### src/rtl/modem_defs.sv
// Shared definitions for the line-side modem blocks.
// State encodings and framing constants used by TX and RX.
package modem_defs;

    typedef enum logic [2:0] {
        IDLE     = 3'd0,
        PREAMBLE = 3'd1,
        SFD      = 3'd2,
        DATA     = 3'd3,
        CRC      = 3'd4,
        GAP      = 3'd5
    } state_t;

    localparam logic [7:0] PREAMBLE_BYTE = 8'h55;
    localparam logic [7:0] SFD_BYTE      = 8'hD5;
    localparam logic [7:0] CRC8_POLY     = 8'h07;

    // Index of the stop bit within a 10-bit character.
    localparam logic [3:0] BIT_LAST      = 4'd9;

endpackage

### src/rtl/crc8_byte.sv
// One-byte CRC-8 update, MSB first, no reflection.
// Purely combinational; shared with the RX deframer.
module crc8_byte
    import modem_defs::*;
(
    input  logic [7:0] crc_i,
    input  logic [7:0] data_i,
    output logic [7:0] crc_o
);

    logic [7:0] w_c;

    // Fold the byte in, then clock the register eight times.
    always_comb begin
        w_c = crc_i ^ data_i;
        for (int i = 0; i < 8; i++) begin
            if (w_c[7]) begin
                w_c = {w_c[6:0], 1'b0} ^ CRC8_POLY;
            end else begin
                w_c = {w_c[6:0], 1'b0};
            end
        end
        crc_o = w_c;
    end

endmodule

### src/rtl/tx_framer.sv
// Transmit framer: preamble, SFD, payload, CRC-8, idle gap.
// Serialises bytes as 10-bit UART characters, LSB first.
module tx_framer
    import modem_defs::*;
#(
    parameter int BIT_DIV      = 4,
    parameter int PREAMBLE_LEN = 2,
    parameter int GAP_BITS     = 4
) (
    input  logic       clk,
    input  logic       rst,
    input  logic [7:0] byte_i,
    input  logic       begin_i,
    input  logic       valid_i,
    input  logic       end_i,
    output logic       ready_o,
    output logic       line_o,
    output logic       busy_o,
    output logic       clk_req_o,
    output logic       frame_done_o,
    output logic       err_o
);

    localparam logic [7:0] DIV_LAST = 8'(BIT_DIV - 1);
    localparam logic [3:0] PRE_LAST = 4'(PREAMBLE_LEN - 1);
    localparam logic [3:0] GAP_LAST = 4'(GAP_BITS - 1);

    state_t     r_state;
    state_t     w_state_nxt;

    logic [9:0] r_shift;
    logic [7:0] r_div;
    logic [3:0] r_bit;
    logic [3:0] r_cnt;
    logic [7:0] r_crc;
    logic       r_last;
    logic       r_sending;

    logic       w_bit_end;
    logic       w_byte_end;
    logic       w_slot;
    logic       w_ld;
    logic [7:0] w_ld_byte;
    logic       w_stop;
    logic       w_crc_we;
    logic       w_cnt_inc;
    logic       w_cnt_clr;
    logic [7:0] w_crc_base;
    logic [7:0] w_crc_nxt;

    assign w_bit_end  = (r_div == DIV_LAST);
    assign w_byte_end = r_sending && w_bit_end && (r_bit == BIT_LAST);

    // The first payload byte is folded into a freshly cleared CRC.
    assign w_crc_base = (r_state == SFD) ? 8'h00 : r_crc;

    crc8_byte u_crc (
        .crc_i  (w_crc_base),
        .data_i (byte_i),
        .crc_o  (w_crc_nxt)
    );

    assign line_o    = r_sending ? r_shift[0] : 1'b1;
    assign busy_o    = (r_state != IDLE);
    assign clk_req_o = busy_o | valid_i;

    // State register.
    always_ff @(posedge clk) begin
        if (rst) begin
            r_state <= IDLE;
        end else begin
            r_state <= w_state_nxt;
        end
    end

    // Next-state logic, advancing on character and gap boundaries.
    always_comb begin
        w_state_nxt = r_state;
        unique case (r_state)
            IDLE: begin
                if (valid_i && begin_i) w_state_nxt = PREAMBLE;
            end
            PREAMBLE: begin
                if (w_byte_end && r_cnt == PRE_LAST) w_state_nxt = SFD;
            end
            SFD: begin
                if (w_byte_end) w_state_nxt = DATA;
            end
            DATA: begin
                if (w_byte_end && r_last) w_state_nxt = CRC;
            end
            CRC: begin
                if (w_byte_end) w_state_nxt = GAP;
            end
            GAP: begin
                if (w_bit_end && r_cnt == GAP_LAST) w_state_nxt = IDLE;
            end
            default: w_state_nxt = IDLE;
        endcase
    end

    // Outputs and datapath controls; the payload slot opens in the
    // last stop-bit cycle so back-to-back bytes leave no idle bit.
    always_comb begin
        ready_o      = 1'b0;
        err_o        = 1'b0;
        frame_done_o = 1'b0;
        w_slot       = 1'b0;
        w_ld         = 1'b0;
        w_ld_byte    = 8'hFF;
        w_stop       = 1'b0;
        w_crc_we     = 1'b0;
        w_cnt_inc    = 1'b0;
        w_cnt_clr    = 1'b0;
        unique case (r_state)
            IDLE: begin
                if (valid_i && begin_i) begin
                    w_ld      = 1'b1;
                    w_ld_byte = PREAMBLE_BYTE;
                    w_cnt_clr = 1'b1;
                end else if (valid_i) begin
                    ready_o = 1'b1;
                    err_o   = 1'b1;
                end
            end
            PREAMBLE: begin
                if (w_byte_end) begin
                    w_ld = 1'b1;
                    if (r_cnt == PRE_LAST) begin
                        w_ld_byte = SFD_BYTE;
                        w_cnt_clr = 1'b1;
                    end else begin
                        w_ld_byte = PREAMBLE_BYTE;
                        w_cnt_inc = 1'b1;
                    end
                end
            end
            SFD: begin
                w_slot = w_byte_end;
                if (w_slot && valid_i) begin
                    ready_o   = 1'b1;
                    w_ld      = 1'b1;
                    w_ld_byte = byte_i;
                    w_crc_we  = 1'b1;
                end else if (w_byte_end) begin
                    w_stop = 1'b1;
                end
            end
            DATA: begin
                w_slot = !r_sending || (w_byte_end && !r_last);
                if (w_slot && valid_i) begin
                    ready_o   = 1'b1;
                    w_ld      = 1'b1;
                    w_ld_byte = byte_i;
                    w_crc_we  = 1'b1;
                end else if (w_byte_end) begin
                    if (r_last) begin
                        w_ld      = 1'b1;
                        w_ld_byte = r_crc;
                    end else begin
                        w_stop = 1'b1;
                    end
                end
            end
            CRC: begin
                if (w_byte_end) begin
                    w_stop    = 1'b1;
                    w_cnt_clr = 1'b1;
                end
            end
            GAP: begin
                if (w_bit_end) begin
                    if (r_cnt == GAP_LAST) begin
                        frame_done_o = 1'b1;
                        w_cnt_clr    = 1'b1;
                    end else begin
                        w_cnt_inc = 1'b1;
                    end
                end
            end
            default: begin
                w_stop = 1'b1;
            end
        endcase
    end

    // Shifter, bit pacing, byte/gap counter and CRC register.
    always_ff @(posedge clk) begin
        if (rst) begin
            r_shift   <= '1;
            r_div     <= '0;
            r_bit     <= '0;
            r_cnt     <= '0;
            r_crc     <= '0;
            r_last    <= 1'b0;
            r_sending <= 1'b0;
        end else begin
            if (w_ld) begin
                r_shift   <= {1'b1, w_ld_byte, 1'b0};
                r_div     <= '0;
                r_bit     <= '0;
                r_sending <= 1'b1;
            end else if (w_stop) begin
                r_shift   <= '1;
                r_div     <= '0;
                r_bit     <= '0;
                r_sending <= 1'b0;
            end else if (r_sending || r_state == GAP) begin
                if (w_bit_end) begin
                    r_div   <= '0;
                    r_shift <= {1'b1, r_shift[9:1]};
                    r_bit   <= (r_bit == BIT_LAST) ? 4'd0 : r_bit + 4'd1;
                end else begin
                    r_div <= r_div + 8'd1;
                end
            end

            if (w_cnt_clr) begin
                r_cnt <= '0;
            end else if (w_cnt_inc) begin
                r_cnt <= r_cnt + 4'd1;
            end

            if (w_crc_we) begin
                r_crc  <= w_crc_nxt;
                r_last <= end_i;
            end else if (r_state == SFD) begin
                r_crc <= 8'h00;
            end
        end
    end

endmodule

### config.mk
export PLATFORM = sky130hd
export DESIGN_NAME = tx_framer
export DESIGN_NICKNAME = d
export VERILOG_FILES = /design/src/rtl/modem_defs.sv /design/src/rtl/crc8_byte.sv /design/src/rtl/tx_framer.sv
export SDC_FILE = /design/constraint.sdc
export NUM_CORES = 1
export LEC_CHECK = 0
export CELL_PAD_IN_SITES_DETAIL_PLACEMENT = 0
export CELL_PAD_IN_SITES_GLOBAL_PLACEMENT = 1
export CORE_UTILIZATION = 26
export DETAILED_ROUTE_END_ITERATION = 12
export PLACE_DENSITY = 0.49
export SLEW_MARGIN = 20
export SYNTH_ARGS = -nofsm -noshare
export SYNTH_HDL_FRONTEND = slang
export SYNTH_SLANG_ARGS = --single-unit
export TNS_END_PERCENT = 1
### constraint.sdc
create_clock -name clk -period 4 [get_ports clk]
set_clock_uncertainty 0.2 [all_clocks]
set_input_delay 0.8 -clock clk [delete_from_list [all_inputs] [get_ports clk]]
set_output_delay 0.8 -clock clk [all_outputs]
set_load 0.03 [all_outputs]
# Word level (Yosys, flattened, before mapping)

Index checks and enable logic that the tools add are counted.

RAM bits: 0
Input bits: 13
Memory bits (read-only): 0
Memories kept: 0
Logic and storage cells: 123
Latch bits: 0
Register bits: 38

Divide/modulo/power cells: 0
Multiply operators: 0
Multiplexer cells: 63
Magnitude comparators: 0
$add $sub $neg: 3
Reduce and logical (&&, ||, !) cells: 24
Equal/unequal tests: 15
Shift-type cells: 0
Bitwise operators: 10

Operators by type and width:

| kind                                                            | count |
|---|---|
| 8-bit two-way mux                                               | 10 |
| 3-bit two-way mux                                               | 14 |
| 9-bit two-way mux                                               | 4 |
| 8-bit one-hot mux with 4 select lines                           | 1 |
| 1-bit two-way mux                                               | 26 |
| 3-bit inverter                                                  | 8 |
| 3-bit one-hot mux with 6 select lines                           | 1 |
| 2-bit inequality test, second input constant                    | 6 |
| 1-bit one-hot mux with 4 select lines                           | 3 |
| 1-bit logical AND                                               | 9 |
| 3-bit nonzero test                                              | 3 |
| 4-bit by 1-bit adder with 4-bit output, second input constant   | 2 |
| 8-bit by 1-bit adder with 8-bit output, second input constant   | 1 |
| 8-bit by 2-bit == test with 1-bit output, second input constant | 1 |
| 8-bit bitwise XOR                                               | 1 |
| 3-bit by 2-bit == test with 1-bit output, second input constant | 2 |
| 3-bit == test, second input constant                            | 2 |
| 6-bit AND reduction                                             | 1 |
| 3-bit OR reduction                                              | 2 |
| 4-bit by 1-bit == test with 1-bit output, second input constant | 1 |
| 4-bit by 2-bit == test with 1-bit output, second input constant | 1 |
| 4-bit == test, second input constant                            | 1 |
| 4-bit two-way mux                                               | 1 |
| 1-bit one-hot mux with 2 select lines                           | 2 |
| other kinds (9)                                                 | 12 |

# Depth between registers and ports, before layout

Gate-level depths: netlist of the first run.

Word-level depth: 20
Gate-level depth with buffers: 9

# Modules after synthesis

A second synthesis of the first run with hierarchy kept.

Cells, all modules: 293
Area, all modules: 2399.8 um2

By module, submodules not included:

| module    | seq. area each (um2) | area each (um2) | cells each | instances |
|---|---|---|---|---|
| tx_framer | 760.7                | 2215.9          | 272        | 1 |
| crc8_byte | 0.0                  | 183.9           | 21         | 1 |

# Worst setup path before layout of the first run

Ideal clock, no wire load.

Path type: input-to-output
Start point: input port valid_i
End point: output port ready_o
Path slack: 0.786 ns
Required time: 3.000 ns
Data arrival time: 2.214 ns
Path buffers: 3
Cell stages on the path: 8
Path through: clkbuf_2 -> nor2b_1 -> a41oi_1 -> and2_1 -> clkbuf_1 -> a211oi_2 -> buf_4 -> or2_2

Cells in the longest elaborated chain, start to end: 3
Elaborated cells on any way between the ends: 8
Those cells by class: mux (5); reduce/logical (3)

RTL lines:

| element                                         | RTL line                                             | source |
|---|---|---|
| start: declaration                              | tx_framer.sv:14                                      | `input logic valid_i,` |
| 1-bit two-way mux, or another cell as far along | tx_framer.sv:121                                     | `end else if (valid_i) begin` |
| 1-bit two-way mux (on tied branches)            | tx_framer.sv:117, tx_framer.sv:140, tx_framer.sv:151 |  |
| 1-bit one-hot mux with 3 select lines *         | tx_framer.sv:115                                     | `unique case (r_state)` |
| end: declaration                                | tx_framer.sv:16                                      | `output logic ready_o,` |

Mark *: on every way between the ends. The rest lies on a longest branch, timed or not.

# Worst setup path in the final report of the first run

Start point: register r_div[0]
End point: output port frame_done_o

Cells in the longest elaborated chain, start to end: 3

RTL lines:

| element                                  | RTL line         | source |
|---|---|---|
| start: declaration                       | tx_framer.sv:32  | `logic [7:0] r_div;` |
| start signal: assignment                 | tx_framer.sv:214 | `r_div <= r_div + 8'd1;` |
| 8-bit by 2-bit == test with 1-bit output | tx_framer.sv:51  | `assign w_bit_end = (r_div == DIV_LAST);` |
| 1-bit two-way mux                        | tx_framer.sv:172 | `if (w_bit_end) begin` |
| 1-bit two-way mux                        | tx_framer.sv:115 |  |
| end: declaration                         | tx_framer.sv:20  | `output logic frame_done_o,` |

No other way between the ends.

==> results of run 1 <==
## through the flow
step	power, W	utilization	cells	hold WS (ns)	setup WS [ns]
2_1_floorplan	0.000520	-	300	0.226	0.786
3_3_place_gp	0.000570	0.301	433	0.239	0.529
3_5_place_dp	0.000567	0.301	433	0.240	0.529
4_1_cts	0.000863	0.311	441	0.261	0.362
5_1_grt	0.000891	0.311	441	0.294	0.261
6_report	0.000842	0.311	441	0.259	0.402
## layer usage
layer,track usage,share of wire
met5,0,0
met4,0.0424,0.015
met3,0.0229,0.037
met2,0.230,0.44
met1,0.198,0.51
## logic make-up (layout without fill, tap and decap cells)
family                     count (synthesis)  after routing
adders and majority gates                  4              4
DFF                                       38             38
xor gates and xnor gates                  38             38
muxes                                      2              2
AOI/OAI and AO/OA                         73             73
and+or+nand+nor                          120            120
buffers and inverters                     25             37
## flip-flops by register name (all words and copies together), names as in the netlist
register,cells
r_div,8
r_crc,8
r_shift,9
r_state,3
r_cnt,4
r_sending,1
r_bit,4
r_last,1
## final cells by class
type                       count  area [sq um]  area share
inverter                       6          22.5     0.00776
clock inverter                 1          5.00     0.00172
multi-input combinational    237          1650       0.569
sequential                    38           761       0.262
timing repair buffer          23           215      0.0742
tap                          129           161      0.0556
clock buffer                   7          86.3      0.0298
## power by group through the flow
stage	Combinational, W	Clock, W	Sequential (W)
after floorplan	0.000118	0	0.000401
after global placement	0.000161	0	0.000409
after detailed placement	0.000159	0	0.000409
after CTS	0.000160	0.000303	0.000400
after global routing	0.000174	0.000315	0.000401
final	0.000158	0.000284	0.000400
## final timing paths
kind                            startpoint            to  slack [ns]  cells after the start
worst max-delay path              r_div[0]  frame_done_o        0.40                      5
worst min-delay path            r_shift[0]    r_shift[0]        0.26                      1
worst max register to register    r_div[0]    r_shift[7]        1.02                      8
worst min register to register  r_shift[0]    r_shift[0]        0.26                      1
## placed cells by master, fill, tap and decap left out, types with 4 or more instances in the layout
cell,count
a21o_1,8
a21oi_1,14
a221o_1,8
a22oi_1,8
buf_4,6
clkbuf_8,6
clkdlybuf4s50_1,17
dfxtp_1,38
inv_1,6
nand2_1,25
nand2b_1,4
nand3_1,8
nand4_1,5
nor2_1,29
nor2b_1,6
nor3_1,13
o21ai_0,9
o22ai_1,5
or3_1,5
xnor2_1,22
xor2_1,15
==> results.py, run 1 <==
metrics = {
    "status": {
        "outcome": "finished, final reports clean",
    },
    "floorplan": {
        "io_pins": 19,
        "start_util": 0.270,
        "dieArea_sq_um": 10100,
        "core_sq_um": 9330,
        "die_h_microns": 100,
        "die_x_microns": 100,
        "rows": 35,
    },
    "setup_path": {
        "critPathBufInv": 1,
        "path_max_fanout": 5,
        "cp.arrival_ns": 2.60,
        "slowest_delay_ns": 0.68,
        "cp-start-kind": "register",
        "path_class": "register to output pin",
        "crit_path_top_delay_cell": "clkdlybuf4s50_1",
        "worstPathCellList": "ha_1, or4b_4, nor2_1, and3_1, clkdlybuf4s50_1",
        "endpoint_kind": "output pin",
        "cp_top_family": "simple AND/OR/NAND/NOR gates",
        "required_ns": 3.00,
    },
    "power_and_ir_drop": {
        "p_comb_frac": 0.188,
        "p_int_w": 0.000598,
        "power_frac_clock": 0.337,
        "vdd_drop_max_uv": 106,
        "leakage_nw": 0.983,
        "p_seq_frac": 0.475,
        "powerDensity_nw_per_um2": 290,
        "p_switching_w": 0.000244,
        "p_sw_frac": 0.289,
    },
    "global_route": {
        "grt_max_degree": 22,
        "grt_pass1_wl_microns": 11200,
        "grt_remaining_overflow": 0,
        "grt_pass1_vias": 2135,
        "grt_usage": 0.144,
        "antenna_found_initial": 0,
    },
    "layout": {
        "drive_above_1_share": 0.0897,
        "syn2layout_area_growth_pct": 15.1,
        "antennaDiodeCount": 0,
        "fin_area_sq_um": 2900,
        "fin_nets": 327,
        "fillers": 996,
    },
    "clock_tree": {
        "cts_hold_buf": 0,
        "worstSkewPairLatency_ns": 0.29,
        "cts_tree": "yes",
        "cts-root-buf": "clkbuf_8",
        "cts.htree.levels": 2,
        "cts_sinks": 38,
        "clkTransAtPathRegs_ns": 0.08,
        "cts_resized": 0,
        "clk_path_buf_depth": 2,
        "cts_buffers": 5,
        "post_cts_buffers": 0,
    },
    "sta": {
        "finalSetupViolCount": 0,
        "slew_headroom": 0.336,
        "fmax_mhz": 278,
        "grt_setup_unrepaired": "no",
        "tightest_slew_ns": 0.993,
        "min_period_ns": 3.60,
        "hold_viol": 0,
        "post-route-period-util": 0.899,
        "final_max_slew_viol_count": 0,
        "finalSetupTns_ns": 0,
    },
    "logic_synthesis": {
        "synth.top_cells.by_area": "dfxtp_1, xnor2_1, xor2_1",
        "ys_seq_area_frac": 0.302,
        "synth_top_cells_by_count": "dfxtp_1, nor2_1, nand2_1",
        "synth_top_area_frac": 0.302,
        "synth_xor_area_frac": 0.137,
        "yosysMostFrequentCell": "dfxtp_1",
        "synth.distinct_cells": 62,
        "synth_fp_nets": 316,
        "synth_top_family_by_area": "simple AND/OR/NAND/NOR gates",
        "synth_cells": 300,
        "synth.avg_cell_area_sq_um": 8.40,
        "post-synth-top-area-cell": "dfxtp_1",
        "synth-edff-count": 0,
        "synthSimpleGateAreaFrac": 0.266,
        "synth_adder_area_share": 0.0189,
        "ys_ff_latch": 38,
        "synth_ff_type": "dfxtp_1",
        "synth.area.mux_share": 0.00794,
        "yosysWarnings": 0,
        "syn-cell-area_sq_um": 2520,
        "async_flop_share": 0,
        "synth-compound-area-share": 0.224,
    },
    "route": {
        "routedWlPerCell_microns": 15.2,
        "drt_iter0_drc": 79,
        "wl_microns": 6720,
        "via_count": 2169,
        "viasPerCell": 4.92,
        "drc_errors": 0,
        "drtPass1Iterations": 4,
        "ant_nets": 0,
    },
    "place": {
        "place_congestion": 0.756,
        "port_buffers": 18,
        "placed_cell_area_sq_um": 2810,
        "dp.final_hpwl_microns": 5110,
    },
    "worst_hold_path": {
        "hold_class": "register to register",
    },
    "job": {
        "cap_violations": 0,
    },
}
(Power assumes the default switching activity.)
==> run 2, diff against run 1 <==
--- a/config.mk
+++ b/config.mk
@@ -8,8 +8,10 @@
 export CELL_PAD_IN_SITES_DETAIL_PLACEMENT = 0
 export CELL_PAD_IN_SITES_GLOBAL_PLACEMENT = 1
 export CORE_UTILIZATION = 26
+export CTS_BUF_LIST = sky130_fd_sc_hd__clkbuf_4
 export DETAILED_ROUTE_END_ITERATION = 12
 export PLACE_DENSITY = 0.49
+export REMOVE_ABC_BUFFERS = 1
 export SLEW_MARGIN = 20
 export SYNTH_ARGS = -nofsm -noshare
 export SYNTH_HDL_FRONTEND = slang
==> run 2 against run 1 <==
Net effect: via count is 0.51% higher; cell area fell by 1.0%; hold slack better by 0.014 ns; clock-buffer cell count down 2; register-to-register slack better by 0.03 ns; die area did not move; setup slack lost 0.13 ns; first-iteration DRC count fell by 11%; non-clock buffer count increased by 1.
==> results.py, run 2 (synthesis results as in run 1) <==
metrics = {
    "status": {
        "outcome": "finished, final reports clean",
    },
    "sta": {
        "grt_setup_unrepaired": "no",
        "finalSetupTns_ns": 0,
        "fmax_mhz": 268,
        "slew_headroom": 0.524,
        "post-route-period-util": 0.931,
        "hold_viol": 0,
        "min_period_ns": 3.72,
        "final_max_slew_viol_count": 0,
        "finalSetupViolCount": 0,
        "tightest_slew_ns": 0.713,
        "whs_ns": 0.273,
    },
    "power_and_ir_drop": {
        "powerDensity_nw_per_um2": 266,
        "leakage_nw": 0.969,
        "finalPower_w": 0.000765,
        "vdd_drop_max_uv": 90.1,
    },
    "global_route": {
        "grt_pass1_wl_microns": 11400,
        "grt_pass1_vias": 2115,
        "grt_remaining_overflow": 0,
        "grt_max_degree": 26,
        "grt_usage": 0.146,
        "antenna_found_initial": 0,
    },
    "layout": {
        "largest-register": "r_shift",
        "reg_top3": "r_shift x9, r_crc x8, r_div x8",
        "most-common-layout-cells": "dfxtp_1, nor2_1, nand2_1, xnor2_1, clkdlybuf4s50_1",
        "fillers": 1040,
        "fin_nets": 328,
        "drive_above_1_share": 0.0927,
        "antennaDiodeCount": 0,
        "largest_reg_flops": 9,
        "syn2layout_area_growth_pct": 13.9,
        "layout_commonest_cell": "dfxtp_1",
    },
    "job": {
        "cap_violations": 0,
    },
    "route": {
        "drc_errors": 0,
        "wl_microns": 6740,
        "via_count": 2180,
        "routedWlPerCell_microns": 15.2,
        "drtPass1Iterations": 4,
        "drt_iter0_drc": 70,
        "ant_nets": 0,
        "viasPerCell": 4.93,
    },
    "clock_tree": {
        "worstSkewPairLatency_ns": 0.35,
        "cts_hold_buf": 0,
        "post_cts_buffers": 0,
        "clkTransAtPathRegs_ns": 0.13,
        "cts-root-buf": "clkbuf_4",
        "cts_buffers": 5,
        "cts_resized": 0,
        "cts_tree": "yes",
        "cts.htree.levels": 2,
        "cts_sinks": 38,
        "clk_path_buf_depth": 2,
    },
    "floorplan": {
        "rows": 35,
        "io_pins": 19,
        "dieArea_sq_um": 10100,
        "start_util": 0.270,
        "die_x_microns": 100,
        "core_sq_um": 9330,
        "die_h_microns": 100,
    },
    "place": {
        "place_congestion": 0.731,
        "dp.final_hpwl_microns": 5080,
        "port_buffers": 18,
    },
    "setup_path": {
        "required_ns": 3.00,
        "path_max_fanout": 5,
        "cp-start-kind": "register",
        "path_class": "register to output pin",
        "cp.arrival_ns": 2.72,
        "endpoint_kind": "output pin",
    },
    "worst_hold_path": {
        "hold_class": "register to register",
    },
}
-- run 2: power breakdown --
part	total (W)	internal (W)	leakage (nW)	switching (W)
clock network	0.000206	0.0000656	0.0286	0.000141
logic	0.000160	0.0000709	0.633	0.0000886
registers	0.000399	0.000388	0.308	0.0000107
total	0.000765	0.000525	0.969	0.000240
-- run 2: metal layers --
metal	wire, microns	share of wire	global-route usage
met1	3510	0.52	0.208
met2	3040	0.45	0.227
met3	148	0.022	0.0257
met4	40	0.0059	0.0368
met5	0	0	0
-- run 2: worst paths after layout --
path / endpoint / cells after the start / slack [ns] / startpoint
min reg2reg: r_shift[0] / 1 / 0.27 / r_shift[0]
min: r_shift[0] / 1 / 0.27 / r_shift[0]
max reg2reg: r_shift[7] / 8 / 1.05 / r_div[0]
max: frame_done_o / 5 / 0.28 / r_div[0]
-- run 2: through the flow --
stage	cells	worst slack (ns)	utilization	cell area [sq um]
2_1_floorplan	281	0.757	-	2430
6_report	442	0.275	0.308	2870
4_1_cts	442	0.228	0.308	2870
5_1_grt	442	0.105	0.308	2870
3_3_place_gp	434	0.454	0.302	2820
3_5_place_dp	434	0.433	0.302	2820
-- run 2: layout make-up --
class	count	area (sq um)	share of cell area
Clock inverter	3	16.3	0.00566
Timing Repair Buffer	24	223	0.0776
Inverter	6	22.5	0.00784
Multi-Input combinational cell	237	1650	0.575
Sequential cell	38	761	0.265
Tap cell	129	161	0.0562
Clock buffer	5	37.5	0.0131
-- run 2: worst max-delay path, cell delays in order, from the launching register on --
cell and delay, ns:
dfxtp_1 0.42, ha_1 0.25, or4b_4 0.52, nor2_1 0.26, and3_1 0.24, clkdlybuf4s50_1 0.68
